--- config.mk ---
export PLATFORM = sky130hd
export DESIGN_NAME = sim_uart_tx_driver
export DESIGN_NICKNAME = d
export VERILOG_FILES = /design/src/rtl/sim_uart_pkg.sv /design/src/rtl/sim_uart_tx_fifo.sv /design/src/rtl/sim_uart_tx_driver.sv
export SDC_FILE = /design/constraint.sdc
export NUM_CORES = 1
export LEC_CHECK = 0
export ABC_AREA = 1
export BUFFER_PORTS_ARGS = -buffer_cell sky130_fd_sc_hd__buf_2
export CAP_MARGIN = 30
export CORE_MARGIN = 4
export CORE_UTILIZATION = 40
export CTS_BUF_LIST = sky130_fd_sc_hd__clkbuf_16
export CTS_CLUSTER_SIZE = 12
export DETAILED_ROUTE_END_ITERATION = 8
export PLACE_DENSITY_LB_ADDON = 0.15
export SKIP_CTS_REPAIR_TIMING = 1
export SLEW_MARGIN = 20
export SYNTH_ARGS = -nofsm -noshare
export SYNTH_HDL_FRONTEND = slang
export SYNTH_SLANG_ARGS = --single-unit
--- constraint.sdc ---
create_clock -name i_clk -period 3.4 [get_ports i_clk]
set_input_delay 0.17 -clock i_clk [delete_from_list [all_inputs] [get_ports i_clk]]
set_output_delay 0.17 -clock i_clk [all_outputs]
set_load 0.05 [all_outputs]
--- src/rtl/sim_uart_pkg.sv ---
// rtl/sim_uart_pkg.sv - shared UART bench types and constants
package sim_uart_pkg;

   typedef enum logic [2:0] {
      IDLE,
      START,
      DATA,
      PARITY,
      STOP
   } uart_tx_state_t;

   // Shortest bit period the serializer supports, in bench clocks
   localparam logic [31:0] UART_MIN_SCALER = 32'd2;

   // Bit period actually used: requests below the minimum are clamped up
   function automatic logic [31:0] uart_eff_scaler(input logic [31:0] scaler);
      return (scaler < UART_MIN_SCALER) ? UART_MIN_SCALER : scaler;
   endfunction

endpackage

--- src/rtl/sim_uart_tx_fifo.sv ---
// rtl/sim_uart_tx_fifo.sv - byte FIFO queueing bytes ahead of the UART serializer
module sim_uart_tx_fifo #(
   parameter int p_log2 = 2
) (
   input  logic              clk,
   input  logic              rst_n,
   input  logic              wr,
   input  logic [7:0]        wdata,
   input  logic              rd,
   output logic [7:0]        rdata,
   output logic              full,
   output logic              empty,
   output logic [p_log2:0]   count
);

   localparam int              DEPTH   = 1 << p_log2;
   localparam logic [p_log2:0] PTR_ONE = {{p_log2{1'b0}}, 1'b1};

   logic [7:0]      mem [DEPTH];
   logic [p_log2:0] wr_ptr;
   logic [p_log2:0] rd_ptr;
   logic            do_wr;
   logic            do_rd;

   // Pointers carry an extra wrap bit: equal low bits with differing wrap bit means full
   assign full  = (wr_ptr[p_log2] != rd_ptr[p_log2]) &&
                  (wr_ptr[p_log2-1:0] == rd_ptr[p_log2-1:0]);
   assign empty = (wr_ptr == rd_ptr);
   assign count = wr_ptr - rd_ptr;
   assign do_wr = wr && !full;
   assign do_rd = rd && !empty;
   assign rdata = mem[rd_ptr[p_log2-1:0]];

   // Storage array; a write while full is silently dropped
   always_ff @(posedge clk) begin
      if (do_wr) begin
         mem[wr_ptr[p_log2-1:0]] <= wdata;
      end
   end

   // Pointer advance; write and pop in the same cycle both take effect
   always_ff @(posedge clk or negedge rst_n) begin
      if (!rst_n) begin
         wr_ptr <= '0;
         rd_ptr <= '0;
      end else begin
         if (do_wr) begin
            wr_ptr <= wr_ptr + PTR_ONE;
         end
         if (do_rd) begin
            rd_ptr <= rd_ptr + PTR_ONE;
         end
      end
   end

endmodule

--- src/rtl/sim_uart_tx_driver.sv ---
// rtl/sim_uart_tx_driver.sv - bench-side UART transmitter driving a serial receive line
module sim_uart_tx_driver
   import sim_uart_pkg::*;
#(
   parameter int p_fifo_log2  = 2,
   parameter int p_parity_en  = 0,
   parameter int p_parity_odd = 0,
   parameter int p_stop_bits  = 1
) (
   input  logic                   i_clk,
   input  logic                   i_nrst,
   input  logic [31:0]            i_scaler,
   input  logic                   i_we,
   input  logic [7:0]             i_wdata,
   output logic                   o_wready,
   output logic                   o_td,
   output logic                   o_busy,
   output logic [p_fifo_log2:0]   o_fifo_cnt
);

   localparam bit   PAR_EN    = (p_parity_en != 0);
   localparam logic PAR_ODD   = (p_parity_odd != 0) ? 1'b1 : 1'b0;
   localparam logic STOP_LAST = (p_stop_bits >= 2) ? 1'b1 : 1'b0;

   uart_tx_state_t state_q, state_d;
   logic [31:0]    timer_q, timer_d;
   logic [31:0]    scaler_q, scaler_d;
   logic [7:0]     shift_q, shift_d;
   logic [2:0]     bit_idx_q, bit_idx_d;
   logic           stop_cnt_q, stop_cnt_d;
   logic           par_q, par_d;
   logic           td_q, td_d;
   logic           load_frame;
   logic           pop;
   logic [7:0]     fifo_rdata;
   logic           fifo_full;
   logic           fifo_empty;
   logic [31:0]    eff_in;
   logic [31:0]    reload;
   logic           bit_end;

   sim_uart_tx_fifo #(
      .p_log2 (p_fifo_log2)
   ) u_fifo (
      .clk   (i_clk),
      .rst_n (i_nrst),
      .wr    (i_we),
      .wdata (i_wdata),
      .rd    (pop),
      .rdata (fifo_rdata),
      .full  (fifo_full),
      .empty (fifo_empty),
      .count (o_fifo_cnt)
   );

   assign eff_in   = uart_eff_scaler(i_scaler);
   assign reload   = scaler_q - 32'd1;
   assign bit_end  = (timer_q == 32'd0);
   assign o_td     = td_q;
   assign o_wready = !fifo_full;
   assign o_busy   = (state_q != IDLE) || (o_fifo_cnt != '0);

   // Next-state, bit timing and line level for the current state
   always_comb begin
      state_d    = state_q;
      timer_d    = bit_end ? timer_q : timer_q - 32'd1;
      scaler_d   = scaler_q;
      shift_d    = shift_q;
      bit_idx_d  = bit_idx_q;
      stop_cnt_d = stop_cnt_q;
      par_d      = par_q;
      td_d       = 1'b1;
      load_frame = 1'b0;
      pop        = 1'b0;
      case (state_q)
         IDLE: begin
            if (!fifo_empty) begin
               load_frame = 1'b1;
            end
         end
         START: begin
            td_d = 1'b0;
            if (bit_end) begin
               state_d   = DATA;
               bit_idx_d = 3'd0;
               timer_d   = reload;
            end
         end
         DATA: begin
            td_d = shift_q[0];
            if (bit_end) begin
               shift_d = {1'b0, shift_q[7:1]};
               timer_d = reload;
               if (bit_idx_q == 3'd7) begin
                  state_d    = PAR_EN ? PARITY : STOP;
                  stop_cnt_d = 1'b0;
               end else begin
                  bit_idx_d = bit_idx_q + 3'd1;
               end
            end
         end
         PARITY: begin
            td_d = par_q;
            if (bit_end) begin
               state_d    = STOP;
               stop_cnt_d = 1'b0;
               timer_d    = reload;
            end
         end
         STOP: begin
            if (bit_end) begin
               if (stop_cnt_q == STOP_LAST) begin
                  if (!fifo_empty) begin
                     load_frame = 1'b1;
                  end else begin
                     state_d = IDLE;
                  end
               end else begin
                  stop_cnt_d = 1'b1;
                  timer_d    = reload;
               end
            end
         end
         default: begin
            state_d = IDLE;
         end
      endcase
      // Frame start: pop the byte and freeze the bit period for the whole frame
      if (load_frame) begin
         pop      = 1'b1;
         shift_d  = fifo_rdata;
         par_d    = (^fifo_rdata) ^ PAR_ODD;
         scaler_d = eff_in;
         timer_d  = eff_in - 32'd1;
         state_d  = START;
      end
   end

   // State and datapath registers; reset forces the line idle high at once
   always_ff @(posedge i_clk or negedge i_nrst) begin
      if (!i_nrst) begin
         state_q    <= IDLE;
         timer_q    <= 32'd0;
         scaler_q   <= UART_MIN_SCALER;
         shift_q    <= 8'd0;
         bit_idx_q  <= 3'd0;
         stop_cnt_q <= 1'b0;
         par_q      <= 1'b0;
         td_q       <= 1'b1;
      end else begin
         state_q    <= state_d;
         timer_q    <= timer_d;
         scaler_q   <= scaler_d;
         shift_q    <= shift_d;
         bit_idx_q  <= bit_idx_d;
         stop_cnt_q <= stop_cnt_d;
         par_q      <= par_d;
         td_q       <= td_d;
      end
   end

endmodule

==> results of run 1 <==
[worst max-delay path, cell delays in order]
cell and delay (ns):
dlygate4sd3_1 0.53, buf_2 0.14, inv_1 0.10, nand2_1 0.08
nor2_1 0.18, nand2_1 0.08, nor2_1 0.14, nand2_1 0.12
nand2_1 0.18, ha_1 0.21, nand2_1 0.09, nor2_2 0.14
nand2_1 0.14, nor2_1 0.14, nand3_1 0.14, nor2_1 0.15
inv_1 0.09, nor3_2 0.14, nor2_1 0.06, a21oi_1 0.11
nand2_1 0.06
[synth_stat cells, drive strengths merged (3+ instances only)]
cell,instances
ha,12
clkbuf,4
inv,135
or2,3
buf,21
o21ai,104
nand3b,3
nor2,180
nand3,76
nand4,16
a21oi,23
nor3,13
a31oi,4
dfrtp,84
edfxtp,32
xnor2,14
o21bai,3
nand2,296
xor2,43
o211ai,6
[worst max path at each step]
stage | start | endpoint | cells after the start
2_1_floorplan | u_fifo.rd_ptr[1]$_DFFE_PN0P_ | u_fifo.mem[3][0]$_DFFE_PP_ | 6
6_report | i_scaler[5] | timer_q[30]$_DFF_PN0_ | 21
5_1_grt | i_scaler[5] | timer_q[30]$_DFF_PN0_ | 21
3_3_place_gp | i_scaler[22] | timer_q[30]$_DFF_PN0_ | 20
4_1_cts | timer_q[0]$_DFF_PN0_ | timer_q[30]$_DFF_PN0_ | 12
3_5_place_dp | i_scaler[18] | timer_q[30]$_DFF_PN0_ | 20
[power by group through the flow]
stage / combinational, W / clock, W / sequential (W)
after global placement: 0.00224 / 0 / 0.00254
after floorplan: 0.00170 / 0 / 0.00239
after global routing: 0.00258 / 0.00191 / 0.00260
after CTS: 0.00226 / 0.00183 / 0.00252
after detailed placement: 0.00225 / 0 / 0.00254
final: 0.00228 / 0.00180 / 0.00254
[per-stage QoR]
step / utilization / cells / total power [W] / hold WS (ns)
after floorplan: - / 1086 / 0.004088 / -0.1256
after global placement: 0.4420 / 1393 / 0.004780 / 0.1827
after detailed placement: 0.4420 / 1393 / 0.004786 / 0.1801
after CTS: 0.4734 / 1425 / 0.006604 / -0.2640
after global routing: 0.4787 / 1435 / 0.007082 / 0.003538
final: 0.4787 / 1435 / 0.006619 / -0.005367
[layout make-up]
type                            instances  area [sq um]  share of cell area
Sequential cell                       118          3115              0.3456
Clock buffer                           17         425.4             0.04719
Inverter                              137         514.2             0.05704
Tap cell                              260         325.3             0.03609
Timing Repair Buffer                   82         535.5             0.05940
Multi-Input combinational cell        806          3933              0.4362
Clock inverter                         15         166.4             0.01846
[per-layer routing]
metal / GRT usage / part of all wire / vias up
li1: - / - / 3629
met1: 0.2917 / 0.46 / 3237
met2: 0.3618 / 0.48 / 158
met3: 0.03609 / 0.044 / 24
met4: 0.05880 / 0.016 / 2
met5: 0 / 0.00030 / -
[cells by family (layout without fill, tap and decap cells)]
kind of cell / after synthesis / count (layout) / share of synthesized area
and+or+nand+nor: 589 / 589 / 0.3207
xor gates and xnor gates: 57 / 57 / 0.06476
AOI/OAI and AO/OA: 147 / 147 / 0.1026
DFF: 118 / 118 / 0.4042
adders and majority gates: 13 / 13 / 0.02207
buffers and inverters: 162 / 251 / 0.08570
[flip-flops by register name (all words and copies together) (netlist names)]
| signal | cells |
|---|---|
| u_fifo.wr_ptr | 3 |
| state_q | 3 |
| timer_q | 32 |
| u_fifo.mem | 32 |
| par_q | 1 |
| shift_q | 8 |
| bit_idx_q | 3 |
| o_td | 1 |
| u_fifo.rd_ptr | 3 |
| scaler_q | 32 |
==> out/metrics.cfg, run 1 <==
[place]
dpl_worst_slack_ns=0.4839
place_area_sq_um=8323
gp_congestion=0.9126
io_buffer_count=48
dp_hpwl_um=18010

[layout]
nNetsFinal=1218
area_delta_synth_final_pct=16.95
n_fill_cell=1882
postLayoutCellArea_sq_um=9015
diodes=0
mostFrequentLayoutCell=nand2_1
final_cell_mix=nand2_1 (292), nor2_1 (169), inv_1 (133), o21ai_0 (90), dfrtp_1 (84)
drive_gt1_frac=0.1106

[clocking]
clk_pin_slew_ns=0.06
cts_tree=built
ctsHtreeMaxLevel=4
cts_buffers=17
clock-sinks=118
clockBufferDepth=2
cts_root_buf=clkbuf_16
clk_latency_ns=0.42

[floorplanning]
floorplan.die_area_sq_um=21560
start_util=0.4094
rows=50
io-pin-count=49
core_sq_um=18830
die_y_um=146.8
die_w_um=146.8

[logic_synthesis]
synth_cell_types=43
syn_nets=1142
synthesis.area_sq_um=7709
async_flop_share=0.7288
syn_avg_cell_area_sq_um=7.098
yosys.area.top_type=dfrtp_1
synthCells=1086
ys.flop_type=dfrtp_1
synth-edff-count=32
yosysTopAreaCellShare=0.2727
synth_area_leaders=dfrtp_1 (27%), nand2_1 (14%), edfxtp_1 (12%)
ys_seq_area_frac=0.4042
ys_seq_elements=118
ys_warn_count=0

[detailed_routing]
antenna_left=0
drt_iter0_drc=526
via_count=7050
first_pass_iters=7
vias_per_cell=4.913
routed_wl_um=23150
wl_per_cell_um=16.13
drc=0

[setup_path]
rr_startpoint=timer_q[0]$_DFF_PN0_
cp_data_arrival_time_ns=3.20
required_ns=3.69
timing.rr.end=timer_q[26]$_DFF_PN0_
worst_setup_path_start_kind=input port
critPathKind=in2reg
rrSetupSlack_ns=0.65
crit_path_end_kind=register
r2r.worst_path.cells=13
path_max_fanout=4

[timing]
setup_viol=0
worst_hold_slack_ns=-0.005367
skew_ns=0.009450
rsz0062_at_grt=no
timing.fmax_mhz=343.4
fin_setup_tns_ns=0
hold_viol_final=1
period_share=0.8564
period_needed_ns=2.912
relSlewSlack=0.6484
tightest_slew_ns=0.5234
fin_ws_ns=0.4882
slew_viol_final=0

[pwr]
swShare=0.4043
intPower_w=0.003943
p_leak_nw=4.078
pwr-share-clk=0.272
pwr_density_cell_nw_per_um2=734.2
switchingPower_w=0.002676
p_seq_frac=0.383
power_frac_comb=0.345
power.ir.vdd_worst_v=0.0003814

[outcome]
violations=hold timing
status=complete, but fails checks

[global_routing]
grt_pass1_vias=6746
grt_pass1_wl_um=36190
antenna_found_initial=1
grt_max_degree=57
grt-ovfl-total=0
grt_usage=0.2165

[hold_path]
hp-start=i_scaler[21]
hold_path_depth=3
holdCritPathClass=in2reg
hold_path_end=scaler_q[21]$_DFFE_PN0P_

[job]
maxCapViolations=0

(Power assumes the default switching activity.)
==> run 2, diff against run 1 <==
- REMOVE_ABC_BUFFERS: not set -> 1
==> out/metrics.cfg, run 2 (synthesis results as in run 1) <==
[timing]
slew_viol_final=0  ; unchanged
rsz0062_at_grt=no
fin_setup_tns_ns=0  ; unchanged
period_needed_ns=2.627  ; -0.2847 ns
timing.fmax_mhz=380.7  ; +11%
period_share=0.7727  ; -0.08373
worst_hold_slack_ns=-0.005476  ; -0.0001092 ns
skew_ns=0.009939  ; +0.0004893 ns
tightest_slew_ns=0.4958  ; -0.02754 ns
hold_viol_final=1  ; unchanged
setup_viol=0  ; unchanged
relSlewSlack=0.6669  ; +0.01850

[detailed_routing]
wl_met2_um=10770  ; -3.1%
antenna_left=0  ; unchanged
drc=0  ; unchanged
drt_iter0_drc=651  ; +24%
routed_wl_um=23200  ; +0.19%
via_count=7113  ; +0.89%
highest_layer=met4
vias_per_cell=4.978  ; +1.3%
wl_per_cell_um=16.23  ; +0.61%
dr_wl_met3_um=1093  ; +6.5%
routedLengthMet1_um=10790  ; +1.5%
first_pass_iters=5  ; -2

[clocking]
clk_latency_ns=0.43  ; about the same
clk_pin_slew_ns=0.06  ; about the same
clockBufferDepth=2  ; unchanged
clock-sinks=118  ; unchanged
ctsHtreeMaxLevel=4  ; unchanged
cts_buffers=17  ; unchanged
cts_tree=built
cts_root_buf=clkbuf_16

[setup_path]
crit_path_cell_trace=clkinv_1, buf_4, ha_1, nand2_1, nor2_1, inv_1, nand2_1, nand2_4, inv_2, buf_12, a21oi_1, o21ai_1, nand2_1
critPathTopFamily=buffers and inverters
path_max_fanout=67  ; +63
worst_setup_path_start_kind=register
crit_path_end_kind=register
cp_data_arrival_time_ns=2.93  ; -0.27 ns
cp_slowest_stage_delay_ns=0.64  ; +0.11 ns
cp_num_buf_inv=5  ; +1
worst_path_max_delay_cell=dfrtp_1
required_ns=3.70  ; about the same
critPathKind=reg2reg
crit_top_cell=nand2_1

[layout]
drive_gt1_frac=0.1069  ; -0.003709
final_cell_mix=nand2_1 (292), nor2_1 (169), inv_1 (134), o21ai_0 (90), dfrtp_1 (84)
diodes=0  ; unchanged
post-route-util=0.4768  ; -0.001927
area_delta_synth_final_pct=16.47
nNetsFinal=1212  ; -0.49%
mostFrequentLayoutCell=nand2_1
fin_cells=1429  ; -0.42%
n_fill_cell=1938  ; +3.0%

[global_routing]
grt_usage=0.2196  ; +0.003072
grt-ovfl-total=0  ; unchanged
grt_max_degree=68  ; +19%
antenna_found_initial=0  ; -1
grt_pass1_wl_um=36880  ; +1.9%
grt_pass1_vias=6811  ; +0.96%

[place]
dp.cells=1388  ; -0.36%
dp_hpwl_um=17800  ; -1.2%
gp_congestion=0.9573  ; +4.9%
io_buffer_count=48  ; unchanged

[floorplanning]
floorplan.die_area_sq_um=21560  ; unchanged
core_sq_um=18830  ; unchanged
die_y_um=146.8  ; unchanged
io-pin-count=49  ; unchanged
die_w_um=146.8  ; unchanged
start_util=0.4094  ; unchanged
rows=50  ; unchanged

[outcome]
violations=hold timing
status=complete, but fails checks

[pwr]
p_leak_nw=4.055  ; -0.58%
power.ir.vdd_worst_v=0.0006282  ; +65%
pwr_density_cell_nw_per_um2=728.7  ; -0.75%

[job]
maxCapViolations=0  ; unchanged

[hold_path]
holdCritPathClass=in2reg

-- run 2: worst reg2reg max path: stages, from the launching register on --
cell	delay [ns]
dfrtp_1	0.64
clkinv_1	0.12
buf_4	0.19
ha_1	0.30
nand2_1	0.05
nor2_1	0.12
inv_1	0.09
nand2_1	0.11
nand2_4	0.16
inv_2	0.13
buf_12	0.26
a21oi_1	0.12
o21ai_1	0.13
nand2_1	0.08
-- run 2: final cells by class --
class,instances,area (sq um),area share
multi-input cells,806,3933,0.4380
flip-flops and latches,118,3115,0.3470
repair buffers,76,520.5,0.05797
inverters,137,514.2,0.05727
clock buffers,17,425.4,0.04738
well taps,260,325.3,0.03623
clock inverters,15,145.1,0.01616
-- run 2: path summary, 6_finish.rpt --
| kind | slack [ns] | end | startpoint | depth (start not counted) |
|---|---|---|---|---|
| worst max-delay path | 0.77 | timer_q[18]$_DFF_PN0_ | u_fifo.rd_ptr[1]$_DFFE_PN0P_ | 13 |
| worst min-delay path | -0.005 | scaler_q[6]$_DFFE_PN0P_ | i_scaler[6] | 3 |
| worst max register to register | 0.77 | timer_q[18]$_DFF_PN0_ | u_fifo.rd_ptr[1]$_DFFE_PN0P_ | 13 |
| worst min register to register | 0.49 | u_fifo.wr_ptr[2]$_DFFE_PN0P_ | u_fifo.wr_ptr[2]$_DFFE_PN0P_ | 1 |
| max in group asynchronous | 2.52 | scaler_q[1]$_DFFE_PN1P_ | i_nrst | 3 |
| min in group asynchronous | 0.23 | timer_q[29]$_DFF_PN0_ | i_nrst | 2 |
-- run 2: per-layer routing --
metal	vias to the layer above	track usage
met2	194	0.3526
met3	34	0.03547
met4	0	0.07056
met1	3273	0.3043
met5	-	0
li1	3612	-
-- run 2: report_power, final --
group	total, W	internal, W	leakage, nW	switching (W)
logic	0.00229	0.000833	2.48	0.00145
registers	0.00250	0.00202	1.30	0.000478
clock network	0.00176	0.00102	0.271	0.000736
total	0.00654	0.00388	4.05	0.00267
-- run 2: per-stage QoR --
step	cell area, sq um	hold slack, ns	setup WS [ns]	total power, W
after CTS	8889	-0.3071	0.7589	0.006544
final	8979	-0.005476	0.7729	0.006543
after global placement	8290	0.3846	0.5027	0.004763
after global routing	8979	0.01403	0.4127	0.007024
after detailed placement	8318	0.1465	0.4033	0.004772
after floorplan	7562	-0.1256	0.4618	0.004067
==> run 3, diff against run 2 <==
- clock period: 3.4 -> 2.2 ns (I/O delays scaled with it)
==> out/metrics.cfg, run 3 (synthesis results as in run 1) <==
[layout]
diodes=0  ; unchanged
final_cell_mix=nand2_1 (286), nor2_1 (150), inv_1 (129), buf_4 (115), o21ai_0 (86)
area_delta_synth_final_pct=28.63
fin_cells=1532  ; +7.2%
nNetsFinal=1315  ; +8.5%
mostFrequentLayoutCell=nand2_1
drive_gt1_frac=0.2091  ; +0.1022

[setup_path]
crit_path_cell_trace=ha_1, fa_1, xnor2_2, inv_1, buf_2
cp.depth=5  ; -8
r2r.worst_path.cells=11  ; -2
rrSetupSlack_ns=0.13  ; -0.64 ns
cp_slowest_stage_delay_ns=0.46  ; -0.18 ns
crit_path_end_kind=output pin
critPathTopFamily=adder cells
worst_path_max_delay_cell=dfrtp_2
critPathKind=reg2out
timing.rr.end=timer_q[9]$_DFF_PN0_
path_max_fanout=5  ; -93%
cp_num_buf_inv=2  ; -3
rr_startpoint=timer_q[0]$_DFF_PN0_
required_ns=2.09  ; -1.61 ns
cp_data_arrival_time_ns=1.99  ; -0.94 ns
worst_setup_path_start_kind=register

[place]
dp.cells=1484  ; +6.9%
dp_hpwl_um=18470  ; +3.8%
io_buffer_count=48  ; unchanged
gp_congestion=0.9802  ; +2.4%

[detailed_routing]
antenna_left=0  ; unchanged
routed_wl_um=24050  ; +3.7%
vias_per_cell=4.955  ; -0.45%
via_count=7591  ; +6.7%
drt_iter0_drc=595  ; -8.6%
first_pass_iters=6  ; +1
drc=0  ; unchanged
wl_per_cell_um=15.70  ; -3.3%

[timing]
period_needed_ns=2.100
tightest_slew_ns=0.6099  ; +0.1141 ns
fin_setup_tns_ns=0  ; unchanged
relSlewSlack=0.5934  ; -0.07352
setup_viol=0  ; unchanged
slew_viol_final=0  ; unchanged
hold_viol_final=1  ; unchanged
timing.fmax_mhz=476.1
period_share=0.9547
worst_hold_slack_ns=-0.001474  ; +0.004001 ns
rsz0062_at_grt=no
skew_ns=0.009631  ; -0.0003087 ns

[pwr]
power.ir.vdd_worst_v=0.0009817  ; +56%
swShare=0.4075  ; about the same
p_leak_nw=4.565  ; +13%
power_w=0.01028  ; +57%
power_frac_comb=0.375  ; +0.026
pwr_density_cell_nw_per_um2=1036  ; +42%
p_seq_frac=0.374  ; -0.009
pwr-share-clk=0.250  ; -0.018
switchingPower_w=0.004187  ; +57%
intPower_w=0.006089  ; +57%

[outcome]
status=complete, but fails checks
violations=hold timing

[clocking]
clock-sinks=118  ; unchanged
cts_tree=built
cts_buffers=17  ; unchanged
clk_pin_slew_ns=0.06  ; about the same
clockBufferDepth=2  ; unchanged
ctsHtreeMaxLevel=4  ; unchanged
cts_root_buf=clkbuf_16
clk_latency_ns=0.42  ; about the same

[global_routing]
antenna_found_initial=1  ; +1
grt_pass1_vias=7156  ; +5.1%
grt-ovfl-total=0  ; unchanged
grt_usage=0.2228  ; +0.003242
grt_pass1_wl_um=37450  ; +1.5%
grt_max_degree=50  ; -26%

[floorplanning]
rows=50  ; unchanged
io-pin-count=49  ; unchanged
floorplan.die_area_sq_um=21560  ; unchanged
die_w_um=146.8  ; unchanged
core_sq_um=18830  ; unchanged
die_y_um=146.8  ; unchanged
start_util=0.4094  ; unchanged

[hold_path]
hold_path_depth=3  ; unchanged
holdCritPathClass=in2reg
hold_path_end=scaler_q[11]$_DFFE_PN0P_
hp-start=i_scaler[11]

[job]
maxCapViolations=0  ; unchanged

[run 3: cell types whose count changed in the layout (fill, tap and decap cells not counted), sizes merged]
cell,delta
buf,+102
clkinv,+2
inv,-2
bufinv,-1
clkbuf,+1
clkinvlp,+1
[run 3: through the flow]
step,utilization,setup WS [ns],area (sq um)
6_report,0.5266,0.09960,9916
5_1_grt,0.5266,0.001109,9916
4_1_cts,0.5100,-0.05681,9603
3_5_place_dp,0.4809,-0.3641,9056
3_3_place_gp,0.4809,-0.2914,9056
2_1_floorplan,-,-0.7382,7562
[run 3: worst max path at each step]
stage | start | endpoint | slack [ns]
after global routing | timer_q[0]$_DFF_PN0_ | timer_q[29]$_DFF_PN0_ | 0.001
final | u_fifo.rd_ptr[0]$_DFFE_PN0P_ | o_fifo_cnt[2] | 0.1
after floorplan | u_fifo.rd_ptr[1]$_DFFE_PN0P_ | shift_q[1]$_DFFE_PN0P_ | -0.74
after detailed placement | i_scaler[18] | timer_q[30]$_DFF_PN0_ | -0.36
after global placement | i_scaler[18] | timer_q[30]$_DFF_PN0_ | -0.29
after CTS | timer_q[0]$_DFF_PN0_ | shift_q[1]$_DFFE_PN0P_ | -0.06
[run 3: worst min-delay path, cell delays in order]
cell	delay (ns)
buf_2	0.12
inv_1	0.07
o21ai_0	0.08
[run 3: routing by layer]
metal | wire (um) | GRT usage
met5 | 15 | 0
met4 | 466 | 0.06115
met3 | 1446 | 0.04380
met2 | 11180 | 0.3616
met1 | 10950 | 0.3053
[run 3: area by class of cell]
cell class,instances,area [sq um]
sequential,118,3117
multi-input combinational,806,4063
fill,1868,8915
tap,260,325.3
clock buffer,17,425.4
clock inverter,15,121.4
timing repair buffer,179,1340
inverter,137,524.3
[run 3: power by group through the flow]
stage	Combinational [W]	Clock, W	Sequential (W)
floorplan	0.00259	0	0.00370
global placement	0.00364	0	0.00384
detailed placement	0.00368	0	0.00385
CTS	0.00371	0.00262	0.00382
global route	0.00435	0.00274	0.00395
finish	0.00386	0.00257	0.00385
